**config.mk**
```make
export PLATFORM = sky130hd
export DESIGN_NAME = capture_sequencer
export DESIGN_NICKNAME = d
export VERILOG_FILES = /design/src/rtl/capture_sequencer.sv
export SDC_FILE = /design/constraint.sdc
export NUM_CORES = 1
export LEC_CHECK = 0
export ABC_AREA = 1
export CAP_MARGIN = 20
export CORE_MARGIN = 4
export CORE_UTILIZATION = 51
export CTS_BUF_LIST = sky130_fd_sc_hd__clkbuf_8
export DETAILED_ROUTE_END_ITERATION = 8
export GPL_TIMING_DRIVEN = 1
export PLACE_DENSITY = 0.83
export REMOVE_ABC_BUFFERS = 1
export SYNTH_ARGS = -nofsm -noshare
export SYNTH_HDL_FRONTEND = slang
export SYNTH_SLANG_ARGS = --single-unit
```
**constraint.sdc**
```tcl
create_clock -name clk -period 3.1 [get_ports clk]
set_input_delay 0.62 -clock clk [delete_from_list [all_inputs] [get_ports clk]]
set_output_delay 0.62 -clock clk [all_outputs]
set_load 0.01 [all_outputs]
```
**src/rtl/capture_sequencer.sv**
```systemverilog
// capture_sequencer: run control for the capture core, circular write pointer into
// the sample RAM, and oldest-first readout of the retained trace over valid/ready.
module capture_sequencer #(
    parameter int ADDR_WIDTH          = 12,
    parameter int SAMPLE_PACKET_WIDTH = 32
) (
    input  logic                           clk,
    input  logic                           reset,
    input  logic                           cmd_arm,
    input  logic                           cmd_abort,
    input  logic                           cmd_read,
    input  logic                           cap_idle,
    input  logic                           cap_post_trigger,
    input  logic                           cap_write_enable,
    input  logic [SAMPLE_PACKET_WIDTH-1:0] cap_sample_packet,
    output logic                           cap_start,
    output logic                           cap_abort,
    output logic                           cap_page_full,
    output logic                           mem_wr_en,
    output logic [ADDR_WIDTH-1:0]          mem_wr_addr,
    output logic [SAMPLE_PACKET_WIDTH-1:0] mem_wr_data,
    output logic                           mem_rd_en,
    output logic [ADDR_WIDTH-1:0]          mem_rd_addr,
    input  logic [SAMPLE_PACKET_WIDTH-1:0] mem_rd_data,
    output logic                           rd_valid,
    output logic                           rd_last,
    output logic [SAMPLE_PACKET_WIDTH-1:0] rd_data,
    input  logic                           rd_ready,
    output logic                           busy,
    output logic                           done,
    output logic                           aborted,
    output logic                           overflow,
    output logic [ADDR_WIDTH:0]            fill,
    output logic [ADDR_WIDTH-1:0]          begin_addr,
    output logic [ADDR_WIDTH-1:0]          trig_addr
);

    localparam logic [ADDR_WIDTH:0] FULL = {1'b1, {ADDR_WIDTH{1'b0}}};

    typedef enum logic [2:0] {
        S_IDLE,
        S_START,
        S_WAIT_BUSY,
        S_CAPTURE,
        S_DONE,
        S_READOUT
    } state_t;

    state_t state, state_next;

    logic [ADDR_WIDTH-1:0] wr_ptr;
    logic                  trig_seen;

    // Readout pipeline: issued-read counter, one in-flight RAM read, two-entry buffer.
    logic [ADDR_WIDTH:0]            rd_issued;
    logic [ADDR_WIDTH-1:0]          rd_addr;
    logic                           rd_pending;
    logic                           rd_pending_last;
    logic [1:0]                     buf_count;
    logic                           buf_head;
    logic                           buf_tail;
    logic [SAMPLE_PACKET_WIDTH-1:0] buf_data [2];
    logic [1:0]                     buf_last;

    logic       in_capture;
    logic       buf_is_full;
    logic       wr_accept;
    logic       start_run;
    logic       start_read;
    logic       abort_run;
    logic       abort_read;
    logic       pop;
    logic [2:0] occupancy;

    assign in_capture  = (state == S_WAIT_BUSY) || (state == S_CAPTURE);
    assign buf_is_full = (fill == FULL);
    assign abort_run   = cmd_abort && ((state == S_START) || in_capture);
    assign abort_read  = cmd_abort && (state == S_READOUT);
    assign start_run   = ((state == S_IDLE) || (state == S_DONE)) && cmd_arm && !cmd_abort;
    assign start_read  = (state == S_DONE) && cmd_read && !cmd_arm && !cmd_abort
                         && (fill != '0);

    assign cap_page_full = in_capture && cap_post_trigger && buf_is_full;
    assign wr_accept     = in_capture && cap_write_enable && !cap_page_full;
    assign mem_wr_en     = wr_accept;
    assign mem_wr_addr   = wr_ptr;
    assign mem_wr_data   = cap_sample_packet;

    assign rd_valid  = (buf_count != 2'd0);
    assign rd_data   = rd_valid ? buf_data[buf_head] : '0;
    assign rd_last   = rd_valid && buf_last[buf_head];
    assign pop       = rd_valid && rd_ready;
    // A word leaving this cycle frees its slot in time for a read issued now.
    assign occupancy = {1'b0, buf_count} + {2'b0, rd_pending} - {2'b0, pop};
    assign mem_rd_en = (state == S_READOUT) && !cmd_abort && (rd_issued != fill)
                       && (occupancy < 3'd2);
    assign mem_rd_addr = rd_addr;

    always_ff @(posedge clk) begin
        if (reset) state <= S_IDLE;
        else       state <= state_next;
    end

    // NOTE: every signal assigned in this block gets its default first, so no latch is inferred.
    always_comb begin
        state_next = state;
        cap_start  = 1'b0;
        cap_abort  = abort_run;
        busy       = 1'b0;
        case (state)
            S_IDLE: begin
                if (start_run) state_next = S_START;
            end
            S_START: begin
                cap_start  = 1'b1;
                busy       = 1'b1;
                state_next = cmd_abort ? S_DONE : S_WAIT_BUSY;
            end
            S_WAIT_BUSY: begin
                busy = 1'b1;
                if (cmd_abort)     state_next = S_DONE;
                else if (!cap_idle) state_next = S_CAPTURE;
            end
            S_CAPTURE: begin
                busy = 1'b1;
                if (cmd_abort || cap_idle) state_next = S_DONE;
            end
            S_DONE: begin
                if (start_run)       state_next = S_START;
                else if (start_read) state_next = S_READOUT;
            end
            S_READOUT: begin
                busy = 1'b1;
                if (cmd_abort || (pop && buf_last[buf_head])) state_next = S_DONE;
            end
            default: state_next = S_IDLE;
        endcase
    end

    // NOTE: sequential state uses non-blocking assignments so every register samples pre-edge values.
    always_ff @(posedge clk) begin
        if (reset) begin
            wr_ptr          <= '0;
            fill            <= '0;
            begin_addr      <= '0;
            trig_addr       <= '0;
            trig_seen       <= 1'b0;
            done            <= 1'b0;
            aborted         <= 1'b0;
            overflow        <= 1'b0;
            rd_issued       <= '0;
            rd_addr         <= '0;
            rd_pending      <= 1'b0;
            rd_pending_last <= 1'b0;
            buf_count       <= 2'd0;
            buf_head        <= 1'b0;
            buf_tail        <= 1'b0;
        end else begin
            if (start_run) begin
                wr_ptr     <= '0;
                fill       <= '0;
                begin_addr <= '0;
                trig_addr  <= '0;
                trig_seen  <= 1'b0;
                done       <= 1'b0;
                aborted    <= 1'b0;
                overflow   <= 1'b0;
            end
            if (wr_accept) begin
                wr_ptr <= wr_ptr + 1'b1;
                if (!buf_is_full) fill <= fill + 1'b1;
                else              begin_addr <= begin_addr + 1'b1;
                if (cap_post_trigger && !trig_seen) begin
                    trig_addr <= wr_ptr;
                    trig_seen <= 1'b1;
                end
            end
            if (cap_page_full && cap_write_enable) overflow <= 1'b1;
            if ((state == S_CAPTURE) && cap_idle && !cmd_abort) done <= 1'b1;
            if (abort_run || abort_read) aborted <= 1'b1;

            if (start_read) begin
                rd_addr    <= begin_addr;
                rd_issued  <= '0;
                rd_pending <= 1'b0;
                buf_count  <= 2'd0;
                buf_head   <= 1'b0;
                buf_tail   <= 1'b0;
            end else if (abort_read) begin
                rd_pending <= 1'b0;
                buf_count  <= 2'd0;
                buf_head   <= 1'b0;
                buf_tail   <= 1'b0;
            end else if (state == S_READOUT) begin
                rd_pending      <= mem_rd_en;
                rd_pending_last <= (rd_issued == fill - 1'b1);
                if (mem_rd_en) begin
                    rd_addr   <= rd_addr + 1'b1;
                    rd_issued <= rd_issued + 1'b1;
                end
                if (pop)        buf_head <= ~buf_head;
                if (rd_pending) buf_tail <= ~buf_tail;
                buf_count <= buf_count + {1'b0, rd_pending} - {1'b0, pop};
            end
        end
    end

    // NOTE: buffer storage has no reset; rd_data/rd_last are gated by rd_valid instead.
    always_ff @(posedge clk) begin
        if (rd_pending) begin
            buf_data[buf_tail] <= mem_rd_data;
            buf_last[buf_tail] <= rd_pending_last;
        end
    end

endmodule

```
==> impl_metrics.csv, run 1 <==
group,metric,value,unit
sta,finalCritPeriodShare,98.61,%
flow_run,cap_violations,0,
route,drc,0,
yosys,synth.top_cell.area_share,24.61,%
sta,fin_setup_tns,0,ns
finish,layout_common_cells,"nand2_1, clkdlybuf4s50_1, a21oi_1",
floorplan,die_w,133.7,microns
clocking,cts_htree_levels,4,
sta,finalMaxSlewViolations,0,
yosys,synth_top_area_cell,"edfxtp_1",
yosys,synth-edff-count,66,
global_routing,grt_pass1_wl,35.51,mm
setup_path,timing_worst_setup_path_type,"reg -> out",
clocking,clk_pin_slew_worst_paths,0.09,ns
floorplan,initial_core_util,52.59,%
clocking,clock_latency,0.46,ns
floorplan,die_area,0.01787,sq mm
sta,hold_viol_final,0,
placement,placed_cell_area,0.009488,sq mm
yosys,ys_warn_count,0,
floorplan,std_cell_rows,45,
sta,maxSlewHeadroom,43.60,%
sta,setup_viol,0,
yosys,ys.flop_type,"dfxtp_1",
global_routing,grtUsageTotal,24.62,%
sta,skew,0.01277,ns
route,wl_per_cell,15.93,microns
sta,rsz0062_at_grt,"true",
global_routing,antenna_found_initial,0,
global_routing,grt_max_degree,43,
global_routing,grt_pass1_vias,6939,
yosys,ys_seq_elements,154,
yosys,synth_cell_types,36,
finish,final_common_cell,"nand2_1",
worst_hold_path,worstHoldPathType,"reg -> reg",
route,num_vias,7365,
sta,period_minus_slack,3.057,ns
clocking,cts_buffer_depth,2,
floorplan,core,0.01531,sq mm
clocking,cts_tree,"done",
finish,design_area,0.009940,sq mm
setup_path,crit_path_start_kind,"register",
setup_path,worst-endpoint-arrival,2.44,ns
power_and_ir_drop,p_leak,3.773,nW
finish,drive_above_1_share,7.980,%
yosys,synth.area.top_cells,"edfxtp_1, dfxtp_1, nand2_1",
global_routing,overflow,0,
route,wirelength,22.12,mm
finish,area_growth,23.41,%
yosys,synth_seq_area_share,46.48,%
route,antenna_left,0,
placement,portBuffers,144,
route,dr.pass1.iters,6,
placement,place_hpwl,15.97,mm
sta,max_freq,327.1,MHz
clocking,cts.sinks,154,
route,drtIter0Drc,518,
route,vias_per_cell,5.302,
sta,worstMarginPinSlew,0.8450,ns
yosys,synthCells,1051,
clocking,cts-root-buf,"clkbuf_8",
setup_path,cp_max_fo,2,
setup_path,worstSetupEndpointType,"primary output",
clocking,cts-buffers-inserted,17,
outcome,status,"finished, final reports clean",
floorplan,dieHeight,133.7,microns
setup_path,critical_path_required,2.48,ns
yosys,syn_area,0.008054,sq mm
placement,gp_congestion,0.9496,
finish,num_antenna_cells,0,
power_and_ir_drop,ir_drop,0.3363,mV
clocking,postCtsHoldBufs,0,
yosys,avgSynthCellArea,7.663,sq um
finish,final_nets,1248,
floorplan,num_io_pins,209,
power_and_ir_drop,power_density,467.8,mW/mm^2
yosys,async_reset_ff_share,0,%
[what timing repair did]
action | 4_1_cts | 5_1_grt
gates resized for setup | 15 | 7
pin swaps | 3 | 6
buffers inserted | 0 | 1
setup endpoints to repair | 2 | 2
[cell usage after synthesis, types with 2 or more instances]
cell      count
xnor2_1      12
nor2_2        4
nor3_1       20
o211ai_1      2
clkbuf_1     21
nor2_4        4
a211oi_1      4
a21oi_1     114
dfxtp_1      88
edfxtp_1     66
buf_4        35
buf_2        13
inv_2         7
buf_6         4
nand3_1      86
o21ai_0      50
ha_1          9
nand4_1       9
nor2_1       86
nand2_2       4
xor2_1       22
inv_1        92
nand2_1     286
[where the power goes]
| group | total (W) | internal, W | switching, W |
|---|---|---|---|
| Clock | 0.00159 | 0.000750 | 0.000839 |
| Combinational | 0.000844 | 0.000317 | 0.000527 |
| Sequential | 0.00222 | 0.00216 | 0.0000528 |
| Total | 0.00465 | 0.00323 | 0.00142 |
[metrics by stage]
stage / hold slack [ns] / worst slack (ns) / utilization, % / std cells / power, W
floorplan: 0.4259 / -0.4574 / - / 977 / 0.002726
global placement: 0.4509 / -0.6403 / 61.95 / 1356 / 0.003077
detailed placement: 0.4554 / -0.6473 / 61.95 / 1356 / 0.003088
CTS: 0.4685 / 0.006663 / 64.72 / 1388 / 0.004673
global route: 0.4872 / -0.08216 / 64.90 / 1389 / 0.004873
finish: 0.4681 / 0.04309 / 64.90 / 1389 / 0.004650
[path summary, 6_finish.rpt]
| path | depth (start not counted) | slack (ns) | to | start |
|---|---|---|---|---|
| worst max-delay path | 13 | 0.04 | mem_rd_en | buf_count[0] |
| worst min-delay path | 2 | 0.47 | done | done |
| worst max register to register | 16 | 0.53 | mem_rd_addr[1] | buf_count[0] |
| worst min register to register | 2 | 0.47 | done | done |
[cell type report]
type / count / area [sq um]
fillers: 1321 / 5375
flip-flops and latches: 154 / 3749
well taps: 211 / 264.0
inverters: 100 / 377.9
multi-input cells: 723 / 3493
clock buffers: 17 / 234.0
repair buffers: 169 / 1642
clock inverters: 15 / 180.2
[logic make-up after synthesis]
| family | share of synthesized area (%) |
|---|---|
| flip-flops | 46.48 |
| AND/OR/NAND/NOR | 26.60 |
| XOR/XNOR | 3.697 |
| adder cells (fa/ha/maj) | 1.647 |
| buffers and inverters | 10.46 |
| AO/OA/AOI/OAI | 11.12 |
[flip-flops by register name (all words and copies together) (netlist names), 3 cells and up, named ones only]
signal       flops
buf_data        64
begin_addr      12
fill            13
rd_issued       13
trig_addr       12
state            3
mem_rd_addr     12
mem_wr_addr     12
[per-layer routing]
metal | routed length [microns] | vias to the layer above | global-route usage (%)
li1 | - | 3636 | -
met1 | 9615 | 3409 | 32.11
met2 | 9932 | 303 | 37.87
met3 | 2357 | 17 | 10.27
met4 | 218 | 0 | 6.343
met5 | 0 | - | 2.222
[worst max-delay path, stage by stage (launching register included)]
cell,delay [ns]
dfxtp_2,0.33
inv_2,0.07
nand2_4,0.05
inv_4,0.05
nor2_2,0.03
ha_1,0.27
inv_1,0.04
ha_2,0.17
fa_2,0.36
xnor2_2,0.15
nor3_2,0.19
nand2_2,0.10
inv_2,0.08
buf_6,0.10
Power figures use the tool's default switching activity.
==> inputs of run 2 (changes only) <==
--- a/constraint.sdc
+++ b/constraint.sdc
@@ -3,2 +3,2 @@
 set_output_delay 0.62 -clock clk [all_outputs]
-set_load 0.01 [all_outputs]
+set_load 0.1 [all_outputs]
==> run 2 against run 1 <==
  * The run now ends with setup timing left
  * Power is 6.6% higher
  * Worst hold slack better by 0.0023 ns
  * Sequential power hardly changed
  * Clock power is 4% lower
  * Setup slack worse by 0.14 ns
  * Routed wire length is 1.2% higher
  * Final area is 2.9% higher
  * Combinational power is 43% higher
  * First-iteration DRC count is 19% higher
  * Clock-buffer cell count stayed put
  * Critical path depth stayed put
  * Non-clock buffer count is 10 higher
  * Critical path type unchanged
  * Critical endpoint unchanged
  * Highest routed layer unchanged
==> impl_metrics.csv, run 2 (synthesis gave the netlist of run 1 again) <==
group,metric,value,unit
worst_hold_path,min_to,"aborted",
placement,portBuffers,144,
setup_path,reg2reg_depth,17,
floorplan,core,0.01531,sq mm
power_and_ir_drop,switching_share,37.69,%
setup_path,reg2reg_from,"buf_count[0]",
route,vias_per_cell,5.353,
finish,multiInputGateArea,0.003513,sq mm
worst_hold_path,min_path_cells,2,
route,drtIter0Drc,616,
global_routing,grt_max_degree,42,
setup_path,crit_path_start_kind,"register",
global_routing,overflow,0,
flow_run,cap_violations,0,
clocking,cts_htree_levels,4,
clocking,cts_tree,"done",
power_and_ir_drop,power_frac_seq,44.7,%
placement,dp_cells,1349,
placement,gp_congestion,0.8922,
route,dr_wl_met3,2.300,mm
worst_hold_path,worstHoldPathType,"reg -> reg",
global_routing,antenna_found_initial,0,
sta,layout_setup_ws,-0.09912,ns
route,wirelength,22.40,mm
setup_path,rrSetupSlack,0.38,ns
sta,rsz0062_at_grt,"true",
sta,max_freq,312.6,MHz
floorplan,std_cell_rows,45,
route,antenna_left,0,
finish,top_register,"buf_data",
power_and_ir_drop,power_switching,0.001869,W
route,met2_length,10.09,mm
floorplan,die_w,133.7,microns
finish,stdcell_count,1399,
sta,hold_viol_final,0,
sta,worstMarginPinSlew,0.7580,ns
setup_path,worstSetupEndpointType,"primary output",
power_and_ir_drop,p_leak,4.108,nW
outcome,status,"finished with violations",
sta,finalMaxSlewViolations,0,
clocking,clk_pin_slew_worst_paths,0.09,ns
route,num_vias,7489,
sta,setup_viol,1,
route,drc,0,
route,wl_met1,9.600,mm
route,dr.pass1.iters,6,
clocking,postCtsHoldBufs,0,
clocking,cts_buffer_depth,2,
placement,place_hpwl,15.70,mm
sta,skew,0.01254,ns
outcome,violations,"setup timing",
finish,register_area,0.003746,sq mm
power_and_ir_drop,power_frac_comb,24.5,%
clocking,cts-root-buf,"clkbuf_8",
clocking,cts-buffers-inserted,17,
finish,layout_common_cells,"nand2_1, a21oi_1, buf_4",
setup_path,cp_max_fo,2,
power_and_ir_drop,ir_drop,0.3454,mV
worst_hold_path,worstHoldStart,"aborted",
power_and_ir_drop,internal-power,0.003090,W
sta,finalCritPeriodShare,103.2,%
route,top_layer,"met4",
finish,drive_above_1_share,17.34,%
route,wl_per_cell,16.01,microns
finish,largest_register_ff_count,64,
power_and_ir_drop,power_density,484.8,mW/mm^2
floorplan,num_io_pins,209,
finish,num_antenna_cells,0,
finish,final_nets,1258,
setup_path,worst-endpoint-arrival,2.58,ns
global_routing,grt_pass1_vias,6721,
global_routing,grtUsageTotal,24.37,%
finish,fillers,1236,
floorplan,initial_core_util,52.59,%
floorplan,dieHeight,133.7,microns
setup_path,timing_worst_setup_path_type,"reg -> out",
finish,utilization,66.78,%
clocking,cts.sinks,154,
placement,placed_cell_area,0.009625,sq mm
finish,area_growth,26.98,%
finish,final_common_cell,"nand2_1",
clocking,clock_latency,0.48,ns
finish,reg_top3,"buf_data (64), fill (13), rd_issued (13)",
sta,holdWs,0.4704,ns
sta,fin_setup_tns,-0.09912,ns
sta,maxSlewHeadroom,49.40,%
sta,period_minus_slack,3.199,ns
global_routing,grt_pass1_wl,34.87,mm
setup_path,r2r-end,"mem_rd_addr[1]",
power_and_ir_drop,power_frac_clock,30.8,%
floorplan,die_area,0.01787,sq mm
finish,design_area,0.01023,sq mm
setup_path,critical_path_required,2.48,ns
run 2: cell types whose count changed in the layout (fill, tap and decap cells not counted), moves of 3 or more:
cell / before / now
buf_4: 24 / 99
clkdlybuf4s50_1: 142 / 39
inv_6: 6 / 3
buf_12: 1 / 38
inv_8: 3 / 8
run 2: power groups by stage:
stage | Sequential [W] | Clock (W) | Combinational (W)
3_5_place_dp | 0.00226 | 0 | 0.00120
4_1_cts | 0.00221 | 0.00156 | 0.00121
6_report | 0.00222 | 0.00153 | 0.00121
3_3_place_gp | 0.00226 | 0 | 0.00119
5_1_grt | 0.00223 | 0.00163 | 0.00130
2_1_floorplan | 0.00245 | 0 | 0.000649
run 2: metrics by stage:
| stage | power (W) | setup WS [ns] |
|---|---|---|
| 2_1_floorplan | 0.003097 | -1.619 |
| 3_3_place_gp | 0.003451 | -0.3092 |
| 3_5_place_dp | 0.003460 | -0.3402 |
| 4_1_cts | 0.004979 | -0.04650 |
| 5_1_grt | 0.005163 | -0.1928 |
| 6_report | 0.004959 | -0.09912 |
run 2: critical path, cell delays in order, from the launching register on:
cell and delay, ns:
dfxtp_2 0.34, inv_2 0.08, nand2_4 0.06, inv_4 0.06, nor2_4 0.05, ha_4 0.26, inv_2 0.04, ha_4 0.15
fa_2 0.35, xnor2_1 0.14, nor3_2 0.21, nand2_2 0.10, inv_4 0.09, buf_12 0.17
run 2: how the worst max path moves through the flow:
stage	startpoint	end	slack, ns	depth (start not counted)
6_report	buf_count[0]	mem_rd_en	-0.1	13
5_1_grt	buf_count[0]	mem_rd_en	-0.19	13
4_1_cts	buf_count[0]	mem_rd_en	-0.05	13
3_5_place_dp	rd_ready	mem_rd_en	-0.34	11
3_3_place_gp	rd_ready	mem_rd_en	-0.31	11
2_1_floorplan	buf_count[1]	mem_rd_en	-1.62	11
run 2: cell type report:
class	instances	area share (%)
Multi-Input combinational cell	723	34.35
Clock buffer	17	2.288
Inverter	100	3.719
Tap cell	211	2.581
Sequential cell	154	36.63
Timing Repair Buffer	179	18.83
Clock inverter	15	1.603
run 2: timing repair:
action | CTS | global route
setup endpoints to repair | 1 | 2
setup buffers | 18 | 3
pin swaps | 6 | 3
cloned | 0 | 0
gates resized for setup | 19 | 3
run 2: layer usage:
layer  up-vias  GRT usage, %
met5         -         2.222
met4         0         7.829
met3        38         8.686
met2       343         37.61
met1      3452         31.93
li1       3656             -
==> inputs of run 3 (changes only) <==
Settings changed: CORE_ASPECT_RATIO set to 0.75.
==> run 3 against run 2 <==
  * The run still ends with setup timing left
  * Sequential power is essentially flat
  * Clock-buffer cell count stayed put
  * Worst hold slack got worse by 0.0017 ns
  * Flip-flop and latch count unchanged
  * Sequential share of layout area is 0.21 points higher
  * Via count grew 0.21%
  * Die area up 0.12%
  * Fmax up 0.48%
  * First-iteration DRC count increased by 4.2%
==> impl_metrics.csv, run 3 (synthesis gave the netlist of run 1 again) <==
group,metric,value,unit
outcome,status,"finished with violations",
outcome,violations,"setup timing",
flow_run,cap_violations,0,
setup_path,crit_path_start_kind,"register",
route,dr.pass1.iters,6,
global_routing,antenna_found_initial,1,
finish,top_register,"buf_data",
clocking,cts_htree_levels,4,
floorplan,die_w,153.1,microns
route,wirelength,23.07,mm
route,top_layer,"met4",
sta,layout_setup_ws,-0.08376,ns
finish,register_area,0.003746,sq mm
sta,holdWs,0.4686,ns
setup_path,critPathMaxStageDelay,0.37,ns
route,antenna_left,0,
finish,multiInputGateArea,0.003493,sq mm
placement,portBuffers,144,
clocking,cts_buffer_depth,2,
setup_path,worst-endpoint-arrival,2.56,ns
floorplan,num_io_pins,209,
setup_path,reg2reg_from,"buf_count[0]",
floorplan,die_area,0.01789,sq mm
global_routing,grt_pass1_vias,6920,
route,num_vias,7505,
setup_path,path_cells,"inv_2 -> nand2_2 -> clkinv_2 -> nor2_4 -> ha_1 -> inv_1 -> ha_2 -> fa_2 -> xnor2_2 -> nor3_2 -> nand2_2 -> inv_4 -> buf_12",
sta,skew,0.009453,ns
route,wl_per_cell,16.62,microns
finish,largest_register_ff_count,64,
route,drtIter0Drc,642,
global_routing,overflow,0,
placement,place_hpwl,16.55,mm
placement,gp_congestion,0.9478,
clocking,cts-root-buf,"clkbuf_8",
clocking,cts.sinks,154,
route,vias_per_cell,5.407,
power_and_ir_drop,power_density,493.2,mW/mm^2
route,drc,0,
worst_hold_path,worstHoldPathType,"reg -> reg",
clocking,clk_pin_slew_worst_paths,0.08,ns
sta,period_minus_slack,3.184,ns
global_routing,grt_pass1_wl,36.23,mm
global_routing,grt_max_degree,40,
setup_path,timing_worst_setup_path_type,"reg -> out",
sta,finalMaxSlewViolations,0,
sta,finalCritPeriodShare,102.7,%
setup_path,r2r-end,"mem_rd_addr[6]",
power_and_ir_drop,p_leak,4.094,nW
floorplan,dieHeight,116.8,microns
finish,layout_common_cells,"nand2_1, a21oi_1, buf_4",
setup_path,worstSetupEndpointType,"primary output",
floorplan,core,0.01537,sq mm
route,dr_wl_met3,2.373,mm
sta,setup_viol,1,
route,met2_length,10.27,mm
global_routing,grtUsageTotal,25.27,%
power_and_ir_drop,ir_drop,0.3622,mV
clocking,cts-buffers-inserted,17,
finish,final_common_cell,"nand2_1",
sta,max_freq,314.1,MHz
floorplan,std_cell_rows,39,
setup_path,endpoint,"mem_rd_en",
setup_path,cp_max_fo,2,
worst_hold_path,worstHoldStart,"aborted",
sta,rsz0062_at_grt,"true",
finish,utilization,66.16,%
setup_path,rrSetupSlack,0.46,ns
setup_path,crit_top_cell,"nand2_2",
setup_path,crit_start,"buf_count[0]",
floorplan,initial_core_util,52.40,%
setup_path,critical_path_required,2.48,ns
clocking,clock_latency,0.45,ns
clocking,postCtsHoldBufs,0,
route,wl_met1,9.967,mm
setup_path,cp_slowest_cell,"fa_2",
finish,drive_above_1_share,16.67,%
sta,maxSlewHeadroom,67.51,%
finish,area_growth,26.27,%
sta,hold_viol_final,0,
sta,worstMarginPinSlew,0.4868,ns
clocking,cts_tree,"done",
finish,reg_top3,"buf_data (64), fill (13), rd_issued (13)",
setup_path,reg2reg_depth,16,
finish,final_nets,1252,
finish,fillers,1269,
## run 3: changes by cell type in the layout (fill, tap and decap cells not counted), moves of 2 or more
cell / previous run / this run
buf_4: 99 / 94
buf_6: 2 / 0
bufinv_16: 0 / 3
clkinv_1: 0 / 2
clkinv_2: 0 / 3
clkinv_4: 0 / 3
clkinv_8: 2 / 0
ha_4: 2 / 0
inv_8: 8 / 0
## run 3: how the worst min path moves through the flow
stage	endpoint	slack, ns	cells past startpoint
2_1_floorplan	buf_last[0]	0.43	0
4_1_cts	aborted	0.47	2
5_1_grt	trig_addr[8]	0.49	2
3_5_place_dp	trig_addr[9]	0.46	2
3_3_place_gp	trig_seen	0.45	2
6_report	aborted	0.47	2
## run 3: power breakdown
| part | total, W | switching [W] | internal, W | leakage (nW) |
|---|---|---|---|---|
| clock | 0.00157 | 0.000770 | 0.000796 | 0.202 |
| combinational | 0.00123 | 0.000920 | 0.000314 | 2.59 |
| sequential | 0.00222 | 0.0000531 | 0.00216 | 1.30 |
| total | 0.00502 | 0.00174 | 0.00327 | 4.09 |
## run 3: layout make-up
cell class	count	share of cell area [%]
flip-flops and latches	154	36.84
multi-input cells	723	34.35
repair buffers	173	18.54
inverters	100	3.728
well taps	205	2.522
clock buffers	17	2.301
clock inverters	15	1.698
diodes	1	0.02461
## run 3: per-layer routing
metal	vias up	global-route usage (%)
met5	-	2.381
met4	0	8.190
met3	33	8.306
met2	346	38.77
met1	3471	34.07
li1	3655	-
## run 3: critical path: cells and delay by family (launching register included)
kind                     cells  cell delay [ns]
buffers and inverters        5             0.43
flip-flops                   1             0.33
adder cells (fa/ha/maj)      3             0.81
XOR/XNOR                     1             0.15
AND/OR/NAND/NOR              4             0.38
## run 3: what timing repair did
action,CTS,global route
setup endpoints to repair,1,1
gates resized for setup,13,0
pin swaps,7,0
buffers inserted,13,0
## run 3: per-stage QoR
stage	TNS, ns	area, sq um	std cells	total power, W	setup slack, ns
after global placement	-1.035	9635	1342	0.003452	-0.2954
after detailed placement	-1.890	9635	1342	0.003472	-0.3078
after global routing	-0.1860	10170	1388	0.005226	-0.1860
after CTS	-0.07774	10170	1387	0.005015	-0.07774
final	-0.08376	10170	1388	0.005016	-0.08376
after floorplan	-73.43	7587	977	0.003097	-1.619
